[src/rtl/v_tile_tx.sv]
// v_tile_tx: transmit side of the CGRA tile network port.
// Adder results are staged, buffered in a small FIFO, then delivered serially
// (lowest destination index first) using the write_en / write_ack handshake.
module v_tile_tx #(
  parameter int unsigned width      = 16,
  parameter int unsigned num_inputs = 4,
  parameter int unsigned num_dests  = 4,
  parameter int unsigned fifo_depth = 4
) (
  input  logic                          clk,
  input  logic                          reset,
  input  logic                          in_valid,
  input  logic [width*num_inputs-1:0]   in_data,
  input  logic [3:0]                    in_dest,
  input  logic [num_dests-1:0]          write_rdy_i,
  input  logic [num_dests-1:0]          write_ack_i,
  output logic [num_dests-1:0]          write_en_o,
  output logic [width*num_inputs-1:0]   w_data_out,
  output logic                          busy,
  output logic                          overflow,
  output logic [15:0]                   sent_count
);

  localparam int unsigned DW = width * num_inputs;
  localparam int unsigned AW = $clog2(fifo_depth);
  localparam int unsigned CW = AW + 1;

  typedef enum logic [1:0] {
    IDLE = 2'd0,
    ARB  = 2'd1,
    SEND = 2'd2
  } state_e;

  // input staging register
  logic                 stg_vld_q;
  logic [DW-1:0]        stg_data_q;
  logic [num_dests-1:0] stg_mask_q;

  // result FIFO
  logic [DW-1:0]        mem_data_q [fifo_depth];
  logic [num_dests-1:0] mem_mask_q [fifo_depth];
  logic [AW-1:0]        wr_ptr_q, rd_ptr_q;
  logic [CW-1:0]        cnt_q, cnt_d;
  logic                 full, push, pop;
  logic [DW-1:0]        hd_data;
  logic [num_dests-1:0] hd_mask;

  // transfer FSM and registered outputs
  state_e               state_q, state_d;
  logic [DW-1:0]        hold_q, hold_d;
  logic [num_dests-1:0] mask_q, mask_d;
  logic [num_dests-1:0] en_q, en_d;
  logic [DW-1:0]        wdata_q, wdata_d;
  logic [15:0]          sent_q, sent_d;
  logic                 busy_q, busy_d;
  logic                 ovf_q;
  logic [num_dests-1:0] sel_oh;

  assign full    = (cnt_q == CW'(fifo_depth));
  // Fullness is judged on the pre-pop count, so a same-cycle pop never frees a slot.
  assign push    = stg_vld_q && !full;
  assign hd_data = mem_data_q[rd_ptr_q];
  assign hd_mask = mem_mask_q[rd_ptr_q];
  // Isolate the lowest pending destination bit.
  assign sel_oh  = mask_q & (~mask_q + num_dests'(1));

  // Stage incoming results, write them into the FIFO, track pointers and overflow.
  always_ff @(posedge clk or negedge reset) begin
    if (!reset) begin
      stg_vld_q  <= 1'b0;
      stg_data_q <= '0;
      stg_mask_q <= '0;
      wr_ptr_q   <= '0;
      rd_ptr_q   <= '0;
      cnt_q      <= '0;
      ovf_q      <= 1'b0;
      for (int unsigned i = 0; i < fifo_depth; i++) begin
        mem_data_q[i] <= '0;
        mem_mask_q[i] <= '0;
      end
    end else begin
      stg_vld_q  <= in_valid;
      stg_data_q <= in_data;
      stg_mask_q <= in_dest[num_dests-1:0];
      if (push) begin
        mem_data_q[wr_ptr_q] <= stg_data_q;
        mem_mask_q[wr_ptr_q] <= stg_mask_q;
        wr_ptr_q             <= wr_ptr_q + 1'b1;
      end
      if (stg_vld_q && full) begin
        ovf_q <= 1'b1;
      end
      if (pop) begin
        rd_ptr_q <= rd_ptr_q + 1'b1;
      end
      cnt_q <= cnt_d;
    end
  end

  // FIFO occupancy update.
  always_comb begin
    cnt_d = cnt_q;
    if (push && !pop) begin
      cnt_d = cnt_q + 1'b1;
    end else if (!push && pop) begin
      cnt_d = cnt_q - 1'b1;
    end
  end

  // FSM state and registered output flops.
  always_ff @(posedge clk or negedge reset) begin
    if (!reset) begin
      state_q <= IDLE;
      hold_q  <= '0;
      mask_q  <= '0;
      en_q    <= '0;
      wdata_q <= '0;
      sent_q  <= '0;
      busy_q  <= 1'b0;
    end else begin
      state_q <= state_d;
      hold_q  <= hold_d;
      mask_q  <= mask_d;
      en_q    <= en_d;
      wdata_q <= wdata_d;
      sent_q  <= sent_d;
      busy_q  <= busy_d;
    end
  end

  // Next-state logic: pop, arbitrate lowest pending bit, hold request until ack.
  always_comb begin
    state_d = state_q;
    hold_d  = hold_q;
    mask_d  = mask_q;
    en_d    = en_q;
    wdata_d = wdata_q;
    sent_d  = sent_q;
    pop     = 1'b0;
    unique case (state_q)
      IDLE: begin
        if (cnt_q != '0) begin
          pop     = 1'b1;
          hold_d  = hd_data;
          mask_d  = hd_mask;
          state_d = ARB;
        end
      end
      ARB: begin
        if (mask_q == '0) begin
          state_d = IDLE;
        end else if (|(write_rdy_i & sel_oh)) begin
          en_d    = sel_oh;
          wdata_d = hold_q;
          state_d = SEND;
        end
      end
      SEND: begin
        if (|(write_ack_i & en_q)) begin
          en_d    = '0;
          mask_d  = mask_q & ~en_q;
          sent_d  = sent_q + 16'd1;
          state_d = ARB;
        end
      end
      default: begin
        state_d = IDLE;
      end
    endcase
    busy_d = (cnt_d != '0) || (state_d != IDLE);
  end

  assign write_en_o = en_q;
  assign w_data_out = wdata_q;
  assign busy       = busy_q;
  assign overflow   = ovf_q;
  assign sent_count = sent_q;

endmodule

[config.mk]
export PLATFORM = sky130hd
export DESIGN_NAME = v_tile_tx
export DESIGN_NICKNAME = d
export VERILOG_FILES = /design/src/rtl/v_tile_tx.sv
export SDC_FILE = /design/constraint.sdc
export NUM_CORES = 1
export LEC_CHECK = 0
export BUFFER_PORTS_ARGS = -buffer_cell sky130_fd_sc_hd__buf_4
export CAP_MARGIN = 25
export CORE_UTILIZATION = 44
export DETAILED_ROUTE_END_ITERATION = 6
export PLACE_DENSITY = 0.73
export SYNTH_ARGS = -nofsm -noshare
export SYNTH_HDL_FRONTEND = slang
export SYNTH_SLANG_ARGS = --single-unit
export TNS_END_PERCENT = 100
[constraint.sdc]
create_clock -name clk -period 2.02 [get_ports clk]
set_clock_uncertainty 0.05 [all_clocks]
set_input_delay 0 -clock clk [delete_from_list [all_inputs] [get_ports clk]]
set_output_delay 0 -clock clk [all_outputs]
set_load 0.03 [all_outputs]
# Word-level counts from Yosys, hierarchy flattened
# Index checks and enable logic that the tools add are counted.
[word_totals]
regBits = 504
latch_bits = 0
ramBits = 0
rom_bits = 0
in_bits = 79
out_inout_bits = 86
wordCells = 98
n_memories = 0
[op_classes]
add_sub_neg = 6
n_mul = 0
div_mod_pow = 0
n_lt_le_gt_ge = 3
n_eq_ne = 7
n_shift = 0
muxes = 28
n_bitwise = 9
n_reduce_logical = 23
[ops]
columns = ["cell", "count"]
rows = [
  ["$bwmux W256", 1],
  ["$mux W64", 3],
  ["$bmux W64 S2", 1],
  ["$demux W64 S2", 1],
  ["$mux W4", 8],
  ["$add A16 B1 Y16 const B", 1],
  ["$and A4 B4 Y4", 4],
  ["$bwmux W16", 1],
  ["$pmux W4 S2", 2],
  ["$bmux W4 S2", 1],
  ["$demux W4 S2", 1],
  ["$mux W2", 4],
  ["$ne A2 B2 Y1 const B", 4],
  ["$not A4 Y4", 2],
  ["$reduce_or A4 Y1", 2],
  ["$ge A3 B3 Y1 const B", 2],
  ["$mux W3", 2],
  ["$not A2 Y3", 2],
  ["$pmux W2 S3", 1],
  ["$reduce_and A3 Y1", 2],
  ["$reduce_bool A2 Y1", 3],
  ["$reduce_bool A3 Y1", 2],
  ["$logic_and A1 B1 Y1", 5],
  ["$add A2 B1 Y2 const B", 2],
  ["other kinds (15)", 19],
]

# Depth between registers and ports, before layout
[depth]
word_depth = 10
mapped_depth = 8
mapped_depth_nobuf = 7

# Worst setup path before layout
# No wires, ideal clock.
[synth_path]
path_kind = "flip-flop to flip-flop"
from = "register cnt_q[0]"
to = "register busy_q (netlist: busy)"
setup_ps = 138
arrival_time_ps = 1875
t_required_ps = 1832
path_slack_ps = -44
stages_incl_launch_ff = 8
path_buffers = 0
synth_period_minus_slack_ps = 2064
path_cell_list = "dfrtp_1 -> inv_1 -> ha_1 -> a21boi_4 -> nor3_2 -> o2bb2ai_1 -> xor2_1 -> or4b_1"
[synth_between]
elab_chain_cells = 9
elab_cells_between_ends = 19
classes_between = "add/sub (2); eq/ne (1); mux (6); reduce/logical (10)"
[synth_lines]
columns = ["element", "line", "source"]
rows = [
  ["start: declaration", "43", "logic [CW-1:0] cnt_q, cnt_d;"],
  ["start signal: assignment", "96", "cnt_q <= cnt_d;"],
  ["$eq A3 B3 Y1", "59", "assign full = (cnt_q == CW'(fifo_depth));"],
  ["$logic_not A1 Y1", "61", "assign push = stg_vld_q && !full;"],
  ["$logic_and A1 B1 Y1", "61", ""],
  ["$logic_not A1 Y1", "105", "end else if (!push && pop) begin"],
  ["$logic_and A1 B1 Y1", "105", ""],
  ["$mux W3", "105", ""],
  ["$mux W3 *", "103", "if (push && !pop) begin"],
  ["net cnt_d[2]", "43", ""],
  ["$reduce_bool A3 Y1 *", "170", "busy_d = (cnt_d != '0) || (state_d != IDLE);"],
  ["$logic_or A1 B1 Y1 *", "170", ""],
  ["net busy_d", "55", "logic busy_q, busy_d;"],
  ["end signal: assignment", "127", "busy_q <= busy_d;"],
  ["end: declaration", "55", ""],
]
# Mark *: on every way through the listed nets, which the timed path passes. The rest lies on a longest branch.
# A chain may end at the register's enable or synchronous reset.

# Worst setup path in the final report
[layout_path]
from = "register cnt_q[1]"
to = "register busy_q (netlist: busy)"
# The elaborated chain is that of the path after synthesis.

==> flow_summary_export.csv <==
group,metric,value,unit
run_status,status,"finished clean",
global_route,grt_overflow,0,
timing,finalSetupTns,0,ns
clock_network,clock_path_buffers,3,
worst_setup_path,startpoint,"cnt_q[1]",
floorplan,design.core.area,44400,um^2
floorplan,fp.dieW,215,um
placed_design,dpl_cell_area,22300,um^2
drt,route.detailed.drc,0,
worst_setup_path,arrival,2.34,ns
synth,synth.distinct_cells,45,
pwr,powerDensity,1650,nW/um^2
synth,syn_area_per_cell,13.9,um^2
synth,netlist_area,19900,um^2
layout,nNetsFinal,1833,
floorplan,die-area,46100,um^2
drt,viasPerCell,5.11,
floorplan,num_rows,77,
placed_design,hpwl,26500,um
drt,ant_nets,0,
worst_setup_path,end_kind,"flip-flop",
floorplan,ios,165,
drt,wl,43700,um
worst_hold_path,hp-start,"in_data[40]",
timing,fmax,516,MHz
placed_design,placed_cells,2162,
drt,vias,12165,
global_route,grt_pass1_wl,71500,um
synth,syn_inst,1432,
clock_network,cts_sinks,504,
clock_network,cts_root_buf,"clkbuf_16",
clock_network,cts_made_buffers,51,
timing,finalHoldViolCount,0,
placed_design,portBuffers,164,
layout,final_layout_size_suffix_gt1_frac,0.371,
timing,tightestPinTransition,0.607,ns
timing,min_period,1.94,ns
synth,synth_top_family_by_area,"multiplexers",
global_route,first_global_vias,13155,
floorplan,start_util,0.448,
synth,synth_xor_area_frac,0.00880,
worst_setup_path,r2r_setup_slack,0.08,ns
clock_network,clk_pin_slew,0.06,ns
synth,netlist.area_leader.share,0.634,
synth,ys_seq_area_frac,0.634,
worst_setup_path,crit_type,"flip-flop to flip-flop",
timing,slew_viol_final,0,
layout,final_cell_mix,"dfrtp_1, nand2_1, mux2_2, buf_4, dlygate4sd3_1",
synth,synth-seq-cells,504,
synth,yosysTopAreaCell,"dfrtp_1",
floorplan,die_h,215,um
synth,synth_fp_nets,1519,
drt,wl_per_cell,18.4,um
synth,synth_fa_ha_area_frac,0.00503,
flow_run,cap_viol_max_count,0,
worst_setup_path,required,2.42,ns
placed_design,place_ws,-0.0769,ns
worst_setup_path,rr_endpoint,"busy",
drt,drtIter0Drc,758,
worst_hold_path,hold_depth,2,
layout,finalNonFillerCells,2379,
clock_network,clk_latency,0.59,ns
clock_network,h-tree-depth,2,
placed_design,gp_congestion,0.808,
pwr,total_power,41.7,mW
synth,synthMuxAreaShare,0.231,
global_route,grt_start_max_net_pins,80,
timing,rsz0062_at_grt,"false",
timing,relSlewSlack,0.595,
global_route,grtUsageTotal,0.196,
layout,fillers,3494,
layout,final_common_cell,"dfrtp_1",
pwr,vdd_ir_drop_max,0.805,mV
worst_setup_path,rr_worst_depth,7,
worst_setup_path,path_max_fanout,5,
synth,ys_top_cells_by_area,"dfrtp_1, mux2_2, mux4_2",
drt,dr.pass1.iters,5,
layout,final_area,25300,um^2
worst_setup_path,r2r_start,"cnt_q[1]",
synth,synth_compound_area_frac,0.0130,
timing,hold-worst-slack,0.0270,ns
clock_network,cts_tree,"yes",
global_route,antenna_found_initial,1,
worst_hold_path,hold_class,"input pin to flip-flop",
worst_hold_path,holdPathEnd,"stg_data_q[40]",
timing,fin_crit_sh,0.959,
pwr,power_leakage,11.8,nW
layout,final_util,0.569,
worst_setup_path,start_kind,"flip-flop",
synth,ys_warn_count,0,
timing,setup_viol_count_final,0,
timing,finalWorstSetupSlack,0.0819,ns
layout,area_growth_syn_to_layout,27.1,%
synth,synth-simple-area-share,0.0899,
==> critical path, stage by stage, from the launching register on <==
cell	delay [ns]
dfrtp_1	0.39
inv_1	0.12
ha_4	0.18
and2b_4	0.23
nor3_4	0.06
o2bb2ai_2	0.13
xor2_1	0.15
or4b_1	0.50
==> flip-flops by register name, summed over array words and instances, names as in the netlist, 3 cells and up <==
| name | flops |
|---|---|
| stg_mask_q | 4 |
| cnt_q | 3 |
| sent_count | 16 |
| stg_data_q | 64 |
| write_en_o | 4 |
| mask_q | 4 |
| mem_mask_q | 16 |
| mem_data_q | 256 |
| hold_q | 64 |
| w_data_out | 64 |
==> how the worst max path moves through the flow <==
stage | cells past startpoint | endpoint
6_report | 7 | busy
5_1_grt | 7 | busy
4_1_cts | 7 | busy
3_5_place_dp | 6 | hold_q[17]
3_3_place_gp | 5 | rd_ptr_q[0]
2_1_floorplan | 7 | busy
==> cell families after synthesis <==
family,count (synthesis)
buffers and inverters,83
and+or+nand+nor,446
muxes,340
xor gates and xnor gates,20
AOI/OAI and AO/OA,31
adders and majority gates,8
DFF,504
==> cell type report <==
cell class                 count  area, um^2  area share
antenna                        1        2.50   0.0000990
clock buffer                  74        1490      0.0591
clock inverter                19         241     0.00955
inverter                       9        33.8     0.00134
multi-input combinational    846        7010       0.277
sequential                   504       12600       0.499
tap                          592         741      0.0293
timing repair buffer         334        3150       0.125
==> cell usage after synthesis <==
library cell  instances
o2bb2ai_1             1
nor3b_2               1
nor3_2                2
a21boi_4              1
a21boi_0              1
and3_4                1
nand2_1             399
inv_1                 9
and2b_4               1
o21ai_0               5
nand3_1              12
a211o_1               1
a21oi_4               1
and3_1                5
nor3_1                7
xor2_1                9
a31o_2                1
clkbuf_1             23
a22o_1                4
or2_4                 1
a21oi_1               2
a21o_1                1
nand2b_1              1
buf_1                 6
nor4_1                1
a311oi_1              1
nor2b_1               1
o21a_1                1
a31oi_1               1
or2_2                 1
mux2_2              272
xnor2_1              11
mux4_2               68
o41ai_1               1
o21ai_4               2
ha_1                  8
nand3b_1              2
buf_2                45
nor4b_1               1
o22ai_1               4
or4b_1                1
nand4_1               4
dfrtp_1             504
a22oi_1               3
nor2_1                5
==> what timing repair did <==
action	CTS	global route
hold buffers	120	1
setup buffers	0	1
setup endpoints to repair	66	2
endpoints found under the hold margin	575	1
gates cloned	1	0
pin swaps	1	0
resized for setup	4	6
==> routing by layer <==
metal,global-route usage,part of all wire
met3,0.0295,0.036
met2,0.331,0.50
met5,0,0
met4,0.0729,0.028
met1,0.259,0.44
==> report_power, final <==
group / switching, mW / internal, mW / leakage, nW
combinational: 7.38 / 7.93 / 4.84
clock: 3.85 / 5.77 / 0.859
sequential: 2.38 / 14.4 / 6.10
(Power assumes the default switching activity.)
